### config.mk
export PLATFORM = sky130hd
export DESIGN_NAME = fifo
export DESIGN_NICKNAME = d
export VERILOG_FILES = /design/src/rtl/fifo.sv
export SDC_FILE = /design/constraint.sdc
export NUM_CORES = 1
export LEC_CHECK = 0
export BUFFER_PORTS_ARGS = -buffer_cell sky130_fd_sc_hd__buf_2
export CAP_MARGIN = 25
export CORE_ASPECT_RATIO = 1.2
export CORE_MARGIN = 2
export CORE_UTILIZATION = 60
export CTS_CLUSTER_DIAMETER = 60
export DETAILED_ROUTE_END_ITERATION = 8
export PLACE_DENSITY = 0.79
export SLEW_MARGIN = 20
export SYNTH_ARGS = -nofsm -noshare
export SYNTH_HDL_FRONTEND = slang
export SYNTH_SLANG_ARGS = --single-unit
export TNS_END_PERCENT = 50
### constraint.sdc
create_clock -name clk_i -period 3.1 [get_ports clk_i]
set_input_delay 0.775 -clock clk_i [delete_from_list [all_inputs] [get_ports clk_i]]
set_output_delay 0.775 -clock clk_i [all_outputs]
set_load 0.02 [all_outputs]
### src/rtl/fifo.sv
// Single-clock show-ahead FIFO of 32-bit words. Occupancy is implied by
// wrap-bit pointers. The head entry drives read_data_o combinationally.
module fifo #(
  parameter int ENTRIES_POW2 = 3
) (
  input  logic        clk_i,
  input  logic        reset_i,
  input  logic [31:0] write_data_i,
  input  logic        write_i,
  input  logic        read_i,
  output logic        full_o,
  output logic        empty_o,
  output logic [31:0] read_data_o
);
  localparam int DEPTH = 1 << ENTRIES_POW2;
  localparam int AW    = ENTRIES_POW2;

  logic [AW:0]             wr_ptr_q, wr_ptr_d;
  logic [AW:0]             rd_ptr_q, rd_ptr_d;
  logic [DEPTH-1:0][31:0]  mem_q, mem_d;
  logic                    rd_en, wr_en;

  // Equal pointers mean empty; equal index with differing wrap bits means full.
  assign empty_o     = (wr_ptr_q == rd_ptr_q);
  assign full_o      = (wr_ptr_q[AW-1:0] == rd_ptr_q[AW-1:0]) &&
                       (wr_ptr_q[AW] != rd_ptr_q[AW]);
  assign read_data_o = mem_q[rd_ptr_q[AW-1:0]];

  // A pop in the same cycle frees a slot, so a write to a full FIFO is accepted.
  always_comb begin
    rd_en    = read_i && !empty_o;
    wr_en    = write_i && (!full_o || rd_en);
    wr_ptr_d = wr_ptr_q;
    rd_ptr_d = rd_ptr_q;
    mem_d    = mem_q;
    if (rd_en) rd_ptr_d = rd_ptr_q + 1'b1;
    if (wr_en) begin
      mem_d[wr_ptr_q[AW-1:0]] = write_data_i;
      wr_ptr_d                = wr_ptr_q + 1'b1;
    end
  end

  always_ff @(posedge clk_i or negedge reset_i) begin
    if (!reset_i) begin
      wr_ptr_q <= '0;
      rd_ptr_q <= '0;
      mem_q    <= '0;
    end else begin
      wr_ptr_q <= wr_ptr_d;
      rd_ptr_q <= rd_ptr_d;
      mem_q    <= mem_d;
    end
  end
endmodule

# After elaboration in Yosys (flattened, before gate mapping)
# Cells that the tools add are included.
[totals]
output_inout_bits = 34
register_bits = 264
word_cells = 30
input_bits = 36
[op_classes]
n_lt_le_gt_ge = 3
n_reduce_logical = 7
add_sub_neg = 2
eq_ne = 3
mux = 5
[op_table]
columns = ["operator", "n"]
rows = [
  ["256-bit bitwise mux", 1],
  ["32-bit binary-select mux with 3-bit select", 1],
  ["32-bit demux with 3-bit select", 1],
  ["32-bit two-way mux", 2],
  ["4-bit by 1-bit adder with 4-bit output, second input constant", 2],
  ["3-bit by 4-bit less-than comparator with 1-bit output, second input constant", 2],
  ["4-bit equality test", 1],
  ["1-bit logical AND", 4],
  ["3-bit equality test", 1],
  ["3-bit by 1-bit >= comparator with 1-bit output, second input constant", 1],
  ["1-bit logical NOT", 2],
  ["1-bit logical OR", 1],
  ["1-bit inequality test", 1],
]

# Longest topological paths before layout
[depth]
ltp_word = 5
ltp_mapped = 7
depth_no_buf = 4

# Worst setup path after synthesis
# No wires, ideal clock.
[synth_timing]
path_kind = "flip-flop to output port"
from = "register rd_ptr_q[0]"
to = "output port read_data_o[0]"
t_required_ns = 2.325
path_slack_ns = 0.376
n_path_buf = 3
arrival_time_ns = 1.949
stages_incl_launch_ff = 6
path_cell_list = "dfrtp_1 > clkbuf_1 > buf_2 > buf_2 > mux4_2 > mux2_2"
[synth_via]
elab_chain_len = 2
[synth_rtl]
columns = ["element", "line", "rtl"]
rows = [
  ["from (decl)", "19", "logic [AW:0] rd_ptr_q, rd_ptr_d;"],
  ["from (signal assigned)", "50", "rd_ptr_q <= rd_ptr_d;"],
  ["32-bit binary-select mux with 3-bit select", "27", "assign read_data_o = mem_q[rd_ptr_q[AW-1:0]];"],
  ["32-bit two-way mux (implied by the code)", "27", ""],
  ["to (decl)", "13", "output logic [31:0] read_data_o"],
]
# Every way passes these cells. The select of a mux whose other input is x is not followed.

# Worst setup path in the final report
[layout_timing]
from = "register rd_ptr_q[0]"
to = "output port read_data_o[27]"
# Same word-level chain as after synthesis.

==> impl_metrics.xml <==
<?xml version="1.0" encoding="UTF-8"?>
<metrics>
  <group name="timing">
    <metric name="layout_setup_ws" unit="ns">0.00784</metric>
    <metric name="clock_skew" unit="ns">0.00709</metric>
    <metric name="setup_violations" unit="">0</metric>
    <metric name="relSlewSlack" unit="">0.442</metric>
    <metric name="finalCritPeriodShare" unit="">0.997</metric>
    <metric name="fmaxAchievable" unit="MHz">323</metric>
    <metric name="timing.final.max_slew_violations" unit="">0</metric>
    <metric name="max_slew.worst_pin.slew" unit="ns">0.826</metric>
    <metric name="grt_setup_unrepaired" unit="">yes</metric>
    <metric name="hold_viol_final" unit="">0</metric>
    <metric name="fin_crit" unit="ns">3.09</metric>
  </group>
  <group name="placed_design">
    <metric name="preCtsSetupSlack" unit="ns">0.192</metric>
    <metric name="placed_cells" unit="">1017</metric>
    <metric name="gp_congestion" unit="">0.853</metric>
    <metric name="io_buffers" unit="">69</metric>
    <metric name="final_hpwl_dp" unit="um">15200</metric>
  </group>
  <group name="clocking">
    <metric name="path_clk_slew" unit="ns">0.06</metric>
    <metric name="clk_sinks" unit="">264</metric>
    <metric name="worst_skew_pair.late_latency" unit="ns">0.53</metric>
    <metric name="postCtsHoldBufs" unit="">0</metric>
    <metric name="clock_tree.root_cell" unit="">sky130_fd_sc_hd__clkbuf_16</metric>
    <metric name="cts_htree_levels" unit="">1</metric>
    <metric name="clock_tree.buffer_depth" unit="">3</metric>
    <metric name="tritoncts" unit="">done</metric>
    <metric name="cts_inserted_buffers" unit="">27</metric>
  </group>
  <group name="route">
    <metric name="topRoutingLayerUsed" unit="">met5</metric>
    <metric name="viasPerCell" unit="">6.10</metric>
    <metric name="routed_wirelength" unit="um">24600</metric>
    <metric name="drt_first_iter_violations" unit="">304</metric>
    <metric name="detailroute.via_count" unit="">6512</metric>
    <metric name="final_antenna_net_count" unit="">0</metric>
    <metric name="drt_pre_antenna_iters" unit="">4</metric>
    <metric name="wl_met3" unit="um">929</metric>
    <metric name="post_drt_wl_per_cell" unit="um">23.1</metric>
    <metric name="drc" unit="">0</metric>
    <metric name="wl_met2" unit="um">13000</metric>
    <metric name="wl_met1" unit="um">10300</metric>
  </group>
  <group name="critical_path">
    <metric name="critical_path.max_fanout" unit="">31</metric>
    <metric name="timing.rr.end" unit="">mem_q[172]</metric>
    <metric name="critical_path.endpoint_type" unit="">primary output</metric>
    <metric name="path_class" unit="">flop to primary output</metric>
    <metric name="r2r_cells" unit="">5</metric>
    <metric name="required" unit="ns">2.32</metric>
    <metric name="r2r_start" unit="">wr_ptr_q[1]</metric>
    <metric name="startpoint_type" unit="">flop</metric>
    <metric name="regToRegSetupSlack" unit="ns">0.30</metric>
    <metric name="worst-endpoint-arrival" unit="ns">2.32</metric>
  </group>
  <group name="power_and_ir_drop">
    <metric name="vdd_ir_drop_max" unit="V">0.000716</metric>
    <metric name="power.leakage" unit="nW">6.02</metric>
    <metric name="powerDensity" unit="nW/um2">1220</metric>
  </group>
  <group name="synth">
    <metric name="synth-async-reset-ratio" unit="">1.00</metric>
    <metric name="ys_ff_latch" unit="">264</metric>
    <metric name="syn_area_per_cell" unit="um2">17.0</metric>
    <metric name="netlist.area_leader.share" unit="">0.549</metric>
    <metric name="netlist_area" unit="um2">12000</metric>
    <metric name="netlist.top_cell.by_area" unit="">sky130_fd_sc_hd__dfrtp_1</metric>
    <metric name="synthFlopType" unit="">sky130_fd_sc_hd__dfrtp_1</metric>
    <metric name="share_of_the_yosys_chip_area_belonging_to_registers" unit="">0.549</metric>
    <metric name="syn-instance-count" unit="">708</metric>
    <metric name="synth_nets" unit="">746</metric>
    <metric name="synth.area.top_cells" unit="">sky130_fd_sc_hd__dfrtp_1 (55%), sky130_fd_sc_hd__mux2_2 (24%), sky130_fd_sc_hd__mux4_2 (12%), sky130_fd_sc_hd__mux2_4 (3.7%), sky130_fd_sc_hd__buf_2 (1.0%)</metric>
    <metric name="netlist-cell-type-count" unit="">32</metric>
    <metric name="number_of_enable_flip_flop_cells_after_synthesis" unit="">0</metric>
    <metric name="yosys_warns" unit="">0</metric>
    <metric name="count_leader_synth" unit="">sky130_fd_sc_hd__dfrtp_1</metric>
    <metric name="yosys-top-cells-count" unit="">sky130_fd_sc_hd__dfrtp_1 (264), sky130_fd_sc_hd__mux2_2 (260), sky130_fd_sc_hd__mux4_2 (64)</metric>
  </group>
  <group name="final_layout">
    <metric name="nNetsFinal" unit="">823</metric>
    <metric name="final_layout_size_suffix_gt1_frac" unit="">0.639</metric>
    <metric name="filler_cell_count" unit="">1246</metric>
    <metric name="post_layout_nonfiller_instances" unit="">1067</metric>
    <metric name="syn2layout_area_growth" unit="%">14.5</metric>
  </group>
  <group name="floorplanning">
    <metric name="fp.dieW" unit="um">133</metric>
    <metric name="floorplan.initialDensity" unit="">0.614</metric>
    <metric name="die_height" unit="um">159</metric>
    <metric name="io_pins" unit="">70</metric>
    <metric name="core-area" unit="um2">19600</metric>
    <metric name="die-area" unit="um2">21200</metric>
    <metric name="fp-row-count" unit="">56</metric>
  </group>
  <group name="global_routing">
    <metric name="grt_antenna_before_repair" unit="">2</metric>
    <metric name="grt_start_max_net_pins" unit="">82</metric>
    <metric name="global_route.usage.total" unit="">0.242</metric>
    <metric name="gr-total-overflow" unit="">0</metric>
    <metric name="wire_length_of_the_first_global_routing_pass" unit="um">40800</metric>
    <metric name="first_global_vias" unit="">7502</metric>
  </group>
  <group name="outcome">
    <metric name="run_status" unit="">finished clean</metric>
  </group>
  <group name="hold_path">
    <metric name="hp-class" unit="">input pin to asynchronous set/reset pin</metric>
  </group>
  <group name="run">
    <metric name="max_cap_violations" unit="">0</metric>
  </group>
</metrics>
[worst max-delay path, stage by stage (launching register included)]
cell                      delay (ns)
sky130_fd_sc_hd__dfrtp_4        0.50
sky130_fd_sc_hd__buf_16         0.27
sky130_fd_sc_hd__mux4_2         0.56
sky130_fd_sc_hd__mux2_2         0.28
sky130_fd_sc_hd__buf_2          0.16
[logic make-up after synthesis]
group                    count (synthesis)  share of synthesized area
AO/OA/AOI/OAI                            4                    0.00270
adder cells (fa/ha/maj)                  2                    0.00208
flip-flops                             264                      0.549
XOR/XNOR                                10                    0.00914
buffers and inverters                   48                     0.0218
multiplexers                           354                      0.400
AND/OR/NAND/NOR                         26                     0.0155
[metal layers]
metal	vias up	global-route usage
li1	2796	-
met1	3547	0.324
met2	126	0.429
met3	41	0.0293
met4	2	0.0542
met5	-	0
[state kept, by name, indices dropped and copies added, names as in the netlist]
register / flops
mem_q: 256
rd_ptr_q: 4
wr_ptr_q: 4
[cell type report]
type / instances / area, um2 / share of cell area
clock buffer: 37 / 803 / 0.0582
antenna: 1 / 2.50 / 0.000181
sequential: 264 / 6610 / 0.480
inverter: 2 / 7.51 / 0.000544
tap: 261 / 327 / 0.0237
multi-input combinational: 396 / 5220 / 0.379
timing repair buffer: 94 / 679 / 0.0493
clock inverter: 12 / 138 / 0.00998
[through the flow]
step / utilization / cell area, um2 / power (mW) / TNS [ns] / hold WS (ns)
floorplan: - / 12000 / 11.5 / 0 / 0.474
global placement: 0.653 / 12800 / 13.0 / 0 / 0.481
detailed placement: 0.653 / 12800 / 13.5 / 0 / 0.487
CTS: 0.701 / 13800 / 16.9 / -0.0742 / 0.260
global route: 0.703 / 13800 / 17.8 / -0.958 / 0.284
finish: 0.703 / 13800 / 16.9 / 0 / 0.236
[repair_timing]
action / 4_1_cts / 5_1_grt
gates resized for setup: 3 / 10
endpoints found under the setup margin: 18 / 30
buffers inserted: 0 / 0
pin swaps: 0 / 0
[worst max-delay path by stage]
stage | cells past startpoint | slack [ns] | from | end
final | 4 | 0.008 | rd_ptr_q[0] | read_data_o[27]
after global routing | 4 | -0.07 | rd_ptr_q[0] | read_data_o[27]
after CTS | 4 | -0.02 | rd_ptr_q[0] | read_data_o[21]
after detailed placement | 6 | 0.19 | read_i | mem_q[172]
after global placement | 6 | 0.27 | read_i | mem_q[189]
after floorplan | 5 | 0.38 | rd_ptr_q[0] | read_data_o[0]
[where the power goes]
group / leakage (nW) / internal (mW) / switching [mW] / total (mW)
combinational: 2.38 / 4.18 / 3.11 / 7.29
clock: 0.472 / 2.05 / 1.34 / 3.39
sequential: 3.17 / 5.21 / 0.993 / 6.20
[cell usage in the layout (no fill, tap or decap), drive strengths merged]
cell,synthesis,final
a22oi,1,1
buf,33,94
bufinv,0,3
clkbuf,13,37
clkinv,0,8
clkinvlp,0,1
dfrtp,264,264
diode,0,1
ha,2,2
inv,2,2
mux2,290,290
mux4,64,64
nand2,6,6
nand2b,2,2
nand3,1,1
nor2,4,4
nor3,4,4
nor3b,3,3
nor4,1,1
nor4b,2,2
o31ai,1,1
o41ai,2,2
or2,1,1
or4,1,1
or4b,1,1
xnor2,3,3
xor2,7,7
Note: power is estimated with default switching activity, not from simulation.
